===== src/rtl/lift_scan_controller.sv =====
// SCAN-policy lift controller with a latched per-floor request bitmap.
// Define LIFT_PARK_EN to return an idle car to floor 0 after PARK_CYCLES idle cycles.
module lift_scan_controller #(
   parameter int NUM_FLOORS    = 4,
   parameter int FLOOR_W       = 2,
   parameter int TRAVEL_CYCLES = 2,
   parameter int DOOR_CYCLES   = 4,
   parameter int PARK_CYCLES   = 8
) (
   input  logic                  Clock,
   input  logic                  Reset,
   input  logic [NUM_FLOORS-1:0] Request,
   output logic [1:0]            Action,
   output logic [FLOOR_W-1:0]    Floor,
   output logic [NUM_FLOORS-1:0] Pending,
   output logic                  Busy
);

   typedef enum logic [1:0] {
      IDLE      = 2'b00,
      MOVE_UP   = 2'b01,
      MOVE_DOWN = 2'b10,
      DOOR      = 2'b11
   } state_t;

   localparam int TRAVEL_W = (TRAVEL_CYCLES > 1) ? $clog2(TRAVEL_CYCLES) : 1;
   localparam int DOOR_W   = (DOOR_CYCLES > 1) ? $clog2(DOOR_CYCLES) : 1;
   localparam logic [TRAVEL_W-1:0]   TRAVEL_LAST = TRAVEL_W'(TRAVEL_CYCLES - 1);
   localparam logic [DOOR_W-1:0]     DOOR_LAST   = DOOR_W'(DOOR_CYCLES - 1);
   localparam logic [FLOOR_W-1:0]    TOP_FLOOR   = FLOOR_W'(NUM_FLOORS - 1);
   localparam logic [NUM_FLOORS-1:0] ONE_HOT0    = NUM_FLOORS'(1);

   state_t                  state_q;
   logic [FLOOR_W-1:0]      floor_q;
   logic [NUM_FLOORS-1:0]   pending_q;
   logic                    dir_up_q;
   logic [TRAVEL_W-1:0]     travel_cnt_q;
   logic [DOOR_W-1:0]       door_cnt_q;

   logic                    above;
   logic                    below;
   logic                    here;
   logic                    step;
   logic                    absorb;
   logic                    arrive_hit;
   logic                    enter_door;
   logic [FLOOR_W-1:0]      arrive_floor;
   logic [FLOOR_W-1:0]      enter_floor;
   logic [NUM_FLOORS-1:0]   set_mask;
   logic [NUM_FLOORS-1:0]   clr_mask;
   logic [NUM_FLOORS-1:0]   pending_next;

`ifdef LIFT_PARK_EN
   localparam int PARK_W = (PARK_CYCLES > 1) ? $clog2(PARK_CYCLES) : 1;
   localparam logic [PARK_W-1:0] PARK_LAST = PARK_W'(PARK_CYCLES - 1);
   logic [PARK_W-1:0]       idle_cnt_q;
`endif

   // A same-floor call during DOOR is absorbed (restarts the door) instead of
   // latching; a door entry clears its floor's bit and beats a simultaneous set.
   always_comb begin
      above = 1'b0;
      below = 1'b0;
      for (int i = 0; i < NUM_FLOORS; i++) begin
         if (pending_q[i] && (FLOOR_W'(i) > floor_q)) above = 1'b1;
         if (pending_q[i] && (FLOOR_W'(i) < floor_q)) below = 1'b1;
      end
      here         = pending_q[floor_q];
      arrive_floor = (state_q == MOVE_DOWN) ? floor_q - FLOOR_W'(1) : floor_q + FLOOR_W'(1);
      step         = ((state_q == MOVE_UP) || (state_q == MOVE_DOWN)) && (travel_cnt_q == TRAVEL_LAST);
      arrive_hit   = step && pending_q[arrive_floor];
      absorb       = (state_q == DOOR) && Request[floor_q];
      enter_door   = ((state_q == IDLE) && here) || arrive_hit;
      enter_floor  = (state_q == IDLE) ? floor_q : arrive_floor;
      set_mask     = Request & ~(absorb ? (ONE_HOT0 << floor_q) : '0);
      clr_mask     = enter_door ? (ONE_HOT0 << enter_floor) : '0;
      pending_next = (pending_q | set_mask) & ~clr_mask;
   end

   always_ff @(posedge Clock or negedge Reset) begin
      if (!Reset) begin
         state_q      <= IDLE;
         floor_q      <= '0;
         pending_q    <= '0;
         dir_up_q     <= 1'b1;
         travel_cnt_q <= '0;
         door_cnt_q   <= '0;
`ifdef LIFT_PARK_EN
         idle_cnt_q   <= '0;
`endif
      end else begin
         pending_q <= pending_next;
`ifdef LIFT_PARK_EN
         idle_cnt_q <= '0;
`endif
         case (state_q)
            // Dir only changes here, so a car leaving DOOR resumes its sweep.
            IDLE: begin
               travel_cnt_q <= '0;
               if (here) begin
                  state_q    <= DOOR;
                  door_cnt_q <= DOOR_LAST;
               end else if (above && (dir_up_q || !below)) begin
                  state_q  <= MOVE_UP;
                  dir_up_q <= 1'b1;
               end else if (below) begin
                  state_q  <= MOVE_DOWN;
                  dir_up_q <= 1'b0;
               end
`ifdef LIFT_PARK_EN
               else if ((floor_q != '0) && (Request == '0)) begin
                  if (idle_cnt_q == PARK_LAST) begin
                     state_q  <= MOVE_DOWN;
                     dir_up_q <= 1'b0;
                  end else begin
                     idle_cnt_q <= idle_cnt_q + 1'b1;
                  end
               end
`endif
            end
            MOVE_UP, MOVE_DOWN: begin
               if (step) begin
                  floor_q      <= arrive_floor;
                  travel_cnt_q <= '0;
                  if (arrive_hit) begin
                     state_q    <= DOOR;
                     door_cnt_q <= DOOR_LAST;
                  end else if ((arrive_floor == '0) || (arrive_floor == TOP_FLOOR)) begin
                     state_q <= IDLE;
                  end
               end else begin
                  travel_cnt_q <= travel_cnt_q + 1'b1;
               end
            end
            DOOR: begin
               if (absorb) begin
                  door_cnt_q <= DOOR_LAST;
               end else if (door_cnt_q == '0) begin
                  state_q <= IDLE;
               end else begin
                  door_cnt_q <= door_cnt_q - 1'b1;
               end
            end
            default: state_q <= IDLE;
         endcase
      end
   end

   assign Action  = state_q;
   assign Floor   = floor_q;
   assign Pending = pending_q;
   assign Busy    = (state_q != IDLE) || (pending_q != '0);

endmodule


===== config.mk =====
export PLATFORM = sky130hd
export DESIGN_NAME = lift_scan_controller
export DESIGN_NICKNAME = d
export VERILOG_FILES = /design/src/rtl/lift_scan_controller.sv
export SDC_FILE = /design/constraint.sdc
export NUM_CORES = 1
export LEC_CHECK = 0
export CELL_PAD_IN_SITES_DETAIL_PLACEMENT = 1
export CELL_PAD_IN_SITES_GLOBAL_PLACEMENT = 1
export CORE_MARGIN = 2
export CORE_UTILIZATION = 37
export CTS_CLUSTER_DIAMETER = 50
export DETAILED_ROUTE_END_ITERATION = 8
export GPL_ROUTABILITY_DRIVEN = 0
export PLACE_DENSITY_LB_ADDON = 0.1
export SLEW_MARGIN = 20
export SYNTH_ARGS = -nofsm -noshare
export SYNTH_HDL_FRONTEND = slang
export SYNTH_SLANG_ARGS = --single-unit

===== constraint.sdc =====
create_clock -name Clock -period 2.99 [get_ports Clock]
set_clock_uncertainty 0.2 [all_clocks]
set_input_delay 0.598 -clock Clock [delete_from_list [all_inputs] [get_ports Clock]]
set_output_delay 0.598 -clock Clock [all_outputs]
set_load 0.01 [all_outputs]

# After elaboration in Yosys (flattened, before gate mapping)
# Index checks and enable logic that the tools add are counted.
# classes
shifts	2
order_cmp	10
bitwise	6
multipliers	0
eq_ne	12
reduce_logical	31
addsub	4
muxes	37
n_div	0
# op_table
operator	n
$mux 2	15
$mux 1	14
$logic_and 1x1->1	13
$pmux 2 s3	2
$and 4x4->4	2
$mux 4	2
$ne 2x2->1 const B	4
$not 4->4	2
$shl 1x2->4 const A	2
$bmux 1 s2	3
$eq 2x2->1 const B	3
$logic_not 2->1	3
$lt 2x3->1 const B	2
$ne 3x3->1 const B	2
$reduce_bool 2->1	3
$logic_or 1x1->1	5
$reduce_and 5->1	1
$gt 1x2->1 const A	2
$gt 2x2->1 const A	2
$lt 1x2->1 const A	2
$lt 2x2->1 const A	2
$ne 4x3->1 const B	1
$or 4x4->4	1
$reduce_and 4->1	1
12 further kinds	13
# totals
romBits	0
in_bits	6
mem_bits_rw	0
latch_bits	0
mem_count	0
regBits	12
wordCells	108

# Logic depth before layout (Yosys ltp)
# logic_depth
ltp_word	12
mapped_depth	9

# Worst setup path before layout
# Ideal clock, no wire load.
# synth_timing
path_kind	flip-flop to flip-flop
start	register floor_q[0], in the netlist Floor[0]
end	register door_cnt_q[0]
synth_period_minus_slack_ps	3296
path_buffers	2
slack_ps	-306
setup_time_ps	125
arrival_ps	2971
path_stages_with_launch	10
path_cell_list	dfrtp_1 buf_6 clkbuf_1 inv_1 ha_1 xor2_1 mux2_4 o21a_1 or4_4 mux2_2
# synth_via
elab_chain_len	7
elab_cells_between_ends	17
# synth_lines
item	line_no	rtl
start, declared	34	logic [FLOOR_W-1:0] floor_q;
start signal, assigned	123	floor_q <= arrive_floor;
$add 2x1->2 / $sub 2x1->2 (equally long branches)	69	arrive_floor = (state_q == MOVE_DOWN) ? floor_q - FLOOR_W'(1) : floor_q + FLOOR_W'(1);
$mux 2	69	
$bmux 1 s2	71	arrive_hit = step && pending_q[arrive_floor];
$mux 1 (implied by the code)	71	
$logic_and 1x1->1	71	
$ne 2x2->1 (no line)	--	
$reduce_and 4->1 (no line)	--	
end signal, assigned	141	door_cnt_q <= door_cnt_q - 1'b1;
end, declared	38	logic [DOOR_W-1:0] door_cnt_q;
# Parallel ways exist; a longest one is shown, timed or not. The select of a mux whose other input is x is not followed.
# A chain may end at the register's enable or synchronous reset.

# Worst setup path in the final report
# layout_timing
start	register state_q[0], in the netlist Action[0]
end	output Busy
# layout_via
elab_chain_len	2
# layout_lines
item	line_no	rtl
start, declared	33	state_t state_q;
start signal, assigned	82	state_q <= IDLE;
start signal, assigned	101	state_q <= DOOR;
start signal, assigned	104	state_q <= MOVE_UP;
$reduce_bool 2->1	152	assign Busy = (state_q != IDLE) || (pending_q != '0);
$logic_or 1x1->1	152	
end, declared	16	output logic Busy
# No other way between the ends.

==> impl_metrics.ini <==
[finish]
final_layout_size_suffix_gt1_frac = 0.136
num_antenna_cells = 0
final_nets = 142
stdcell_count = 155
syn2layout_area_growth_pct = 21.9

[die]
initial_utilization = 0.398
fp.dieArea_sq_mm = 0.00317
fp.dieW_um = 56.3
die_h_um = 56.3
num_rows = 18
coreArea_sq_mm = 0.00254
io_pins = 15

[worst_hold_path]
worstHoldEndpoint = door_cnt_q[1]
whs_path_depth = 1
hold_path.startpoint = door_cnt_q[1]
hp-class = reg -> reg

[logic_synthesis]
synthesis.area_sq_mm = 0.00101
syn-mean-instance-area_sq_um = 9.46
yosysWarnings = 0
synthesis.nets = 123
synth_edf_count = 0
synthCells = 107
synth-seq-cells = 12
ys_async_sr_fraction = 1.00
synth_cell_types = 40
yosysSeqAreaShare = 0.298
synthFlopType = dfrtp_1

[timing]
period_share = 0.910
tightestPinTransition_ns = 0.561
slew_viol_final = 0
period_needed_ns = 2.72
rsz0062_at_grt = no
slew_headroom = 0.625
fmax_mhz = 368
setup_viol = 0
setup-tns-final_ns = 0
finalHoldViolations = 0

[clocking]
clock-sinks = 12
post_cts_buffers = 0
cts_tree = built
cts_buffer_depth = 2
clkLatencyLatePin_ns = 0.28
clk_pin_slew_ns = 0.08
root_buffer = clkbuf_4
htree_num_levels = 1
numCtsBuffers = 3

[placed_design]
port_buffers = 14
dpl.hpwl_um = 2110
dpl.cell_count = 151

[critical_path]
startpoint_type = flop
r2r-start = Floor[1]
crit_type = reg -> out
required_ns = 2.19
crit_fanout = 10
ff2ff_path_depth = 7
cp.arrival_ns = 1.92
r2r-end = door_cnt_q[0]
ff2ff_setup_slack_ns = 0.35
worstSetupEndpointType = output pin

[global_route]
grt_max_degree = 18
track_usage = 0.190
gr-total-overflow = 0
grt_pass1_wl_um = 4730
grt_antenna_before_repair = 0
grt_pass1_vias = 971

[routing]
drt-total-wl_um = 2700
wl_per_cell_um = 17.4
drtAntennaViolNets = 0
drcViolationCount = 0
drt_iter0_drc = 19
vias = 879
routed_via_density = 5.67
drt_pass1_iterations = 4

[run]
max_cap_viol_count = 0

[power_and_ir_drop]
vdd.ir_drop.worst_v = 0.000597
power_density_mw_per_mm2 = 1110
leakage_uw = 0.000526

[run_status]
status = complete, no violations
-- placed cells by master (no fill, tap or decap), types with 2 or more instances in the layout --
cell type,netlist,layout
clkbuf_4,0,3
o21a_1,2,2
inv_1,11,11
and4_1,2,2
o2111a_1,4,4
clkdlybuf4s50_1,0,14
nand2b_1,2,2
nor2_1,7,7
mux2_2,2,2
nor3_1,3,3
dfrtp_1,11,10
ha_1,10,9
buf_4,0,4
mux2i_1,5,5
nand2_1,12,12
a21oi_1,7,7
a311oi_1,2,2
-- per-layer routing --
| metal | GRT usage | vias up | share of wire |
|---|---|---|---|
| met1 | 0.260 | 434 | 0.49 |
| met5 | 0 | - | 0 |
| met3 | 0.0276 | 4 | 0.026 |
| met4 | 0.0510 | 0 | 0.011 |
| li1 | - | 427 | - |
| met2 | 0.314 | 14 | 0.47 |
-- per-stage QoR --
step | setup WS (ns) | instance area (sq um) | util | hold slack [ns] | total power, uW
global route | 0.0684 | 1230 | 0.485 | 0.332 | 1500
finish | 0.270 | 1230 | 0.485 | 0.301 | 1370
detailed placement | 0.239 | 1200 | 0.473 | 0.286 | 1260
global placement | 0.271 | 1200 | 0.473 | 0.271 | 1230
floorplan | 0.000911 | 1020 | - | 0.102 | 944
CTS | 0.155 | 1230 | 0.484 | 0.306 | 1370
-- state kept, by name, indices dropped and copies added (netlist names) --
signal        cells
Action            2
Floor             2
Pending           4
dir_up_q          1
door_cnt_q        2
travel_cnt_q      1
-- worst max path at each step --
stage	start	endpoint	slack (ns)	cells after the start
after floorplan	Floor[0]	door_cnt_q[0]	0.0009	9
after global placement	Request[3]	door_cnt_q[0]	0.27	5
after detailed placement	Request[3]	door_cnt_q[0]	0.24	5
after CTS	Action[0]	Busy	0.16	5
after global routing	Action[0]	Busy	0.07	5
final	Action[0]	Busy	0.27	5
-- worst max-delay path, stage by stage (launching register included) --
cell	delay [ns]
dfrtp_1	0.40
inv_1	0.11
ha_2	0.30
nor4b_1	0.27
nand2_1	0.09
clkdlybuf4s50_1	0.48
-- layout make-up --
cell class / count / area, sq um
repair buffers: 18 / 170
flip-flops and latches: 12 / 303
multi-input cells: 80 / 656
inverters: 11 / 41.3
fillers: 304 / 1310
clock buffers: 4 / 26.3
well taps: 30 / 37.5
-- report_power, final --
part           internal (uW)  switching [uW]
clock                   51.8            55.3
combinational            447             515
sequential               229            68.4
-- cell usage after synthesis, types with 2 or more instances --
cell type | count | area share
nand2b_1 | 2 | 0.012
o21a_1 | 2 | 0.015
nand2_1 | 12 | 0.044
a311oi_1 | 2 | 0.017
a21oi_1 | 7 | 0.035
nor2_1 | 7 | 0.026
and4_1 | 2 | 0.017
mux2i_1 | 5 | 0.049
mux2_2 | 2 | 0.022
clkbuf_1 | 2 | 0.0074
dfrtp_1 | 11 | 0.27
inv_1 | 11 | 0.041
nor3_1 | 3 | 0.015
ha_1 | 10 | 0.12
o2111a_1 | 4 | 0.044
-- timing repair --
item / in CTS / in global routing
endpoints found under the setup margin: 0 / 1
hold buffers: 0 / 0
resized for setup: 0 / 1
hold endpoints to repair: 0 / 0
-- logic make-up (layout without fill, tap and decap cells) --
family	Yosys count	after routing	synth area share
compound gates	25	25	0.195
xor+xnor	2	2	0.0173
buf+inv	15	33	0.0643
flops	12	12	0.298
fa+ha+maj	10	10	0.124
mux	10	10	0.135
simple gates	33	33	0.167
Note: power is estimated with default switching activity, not from simulation.
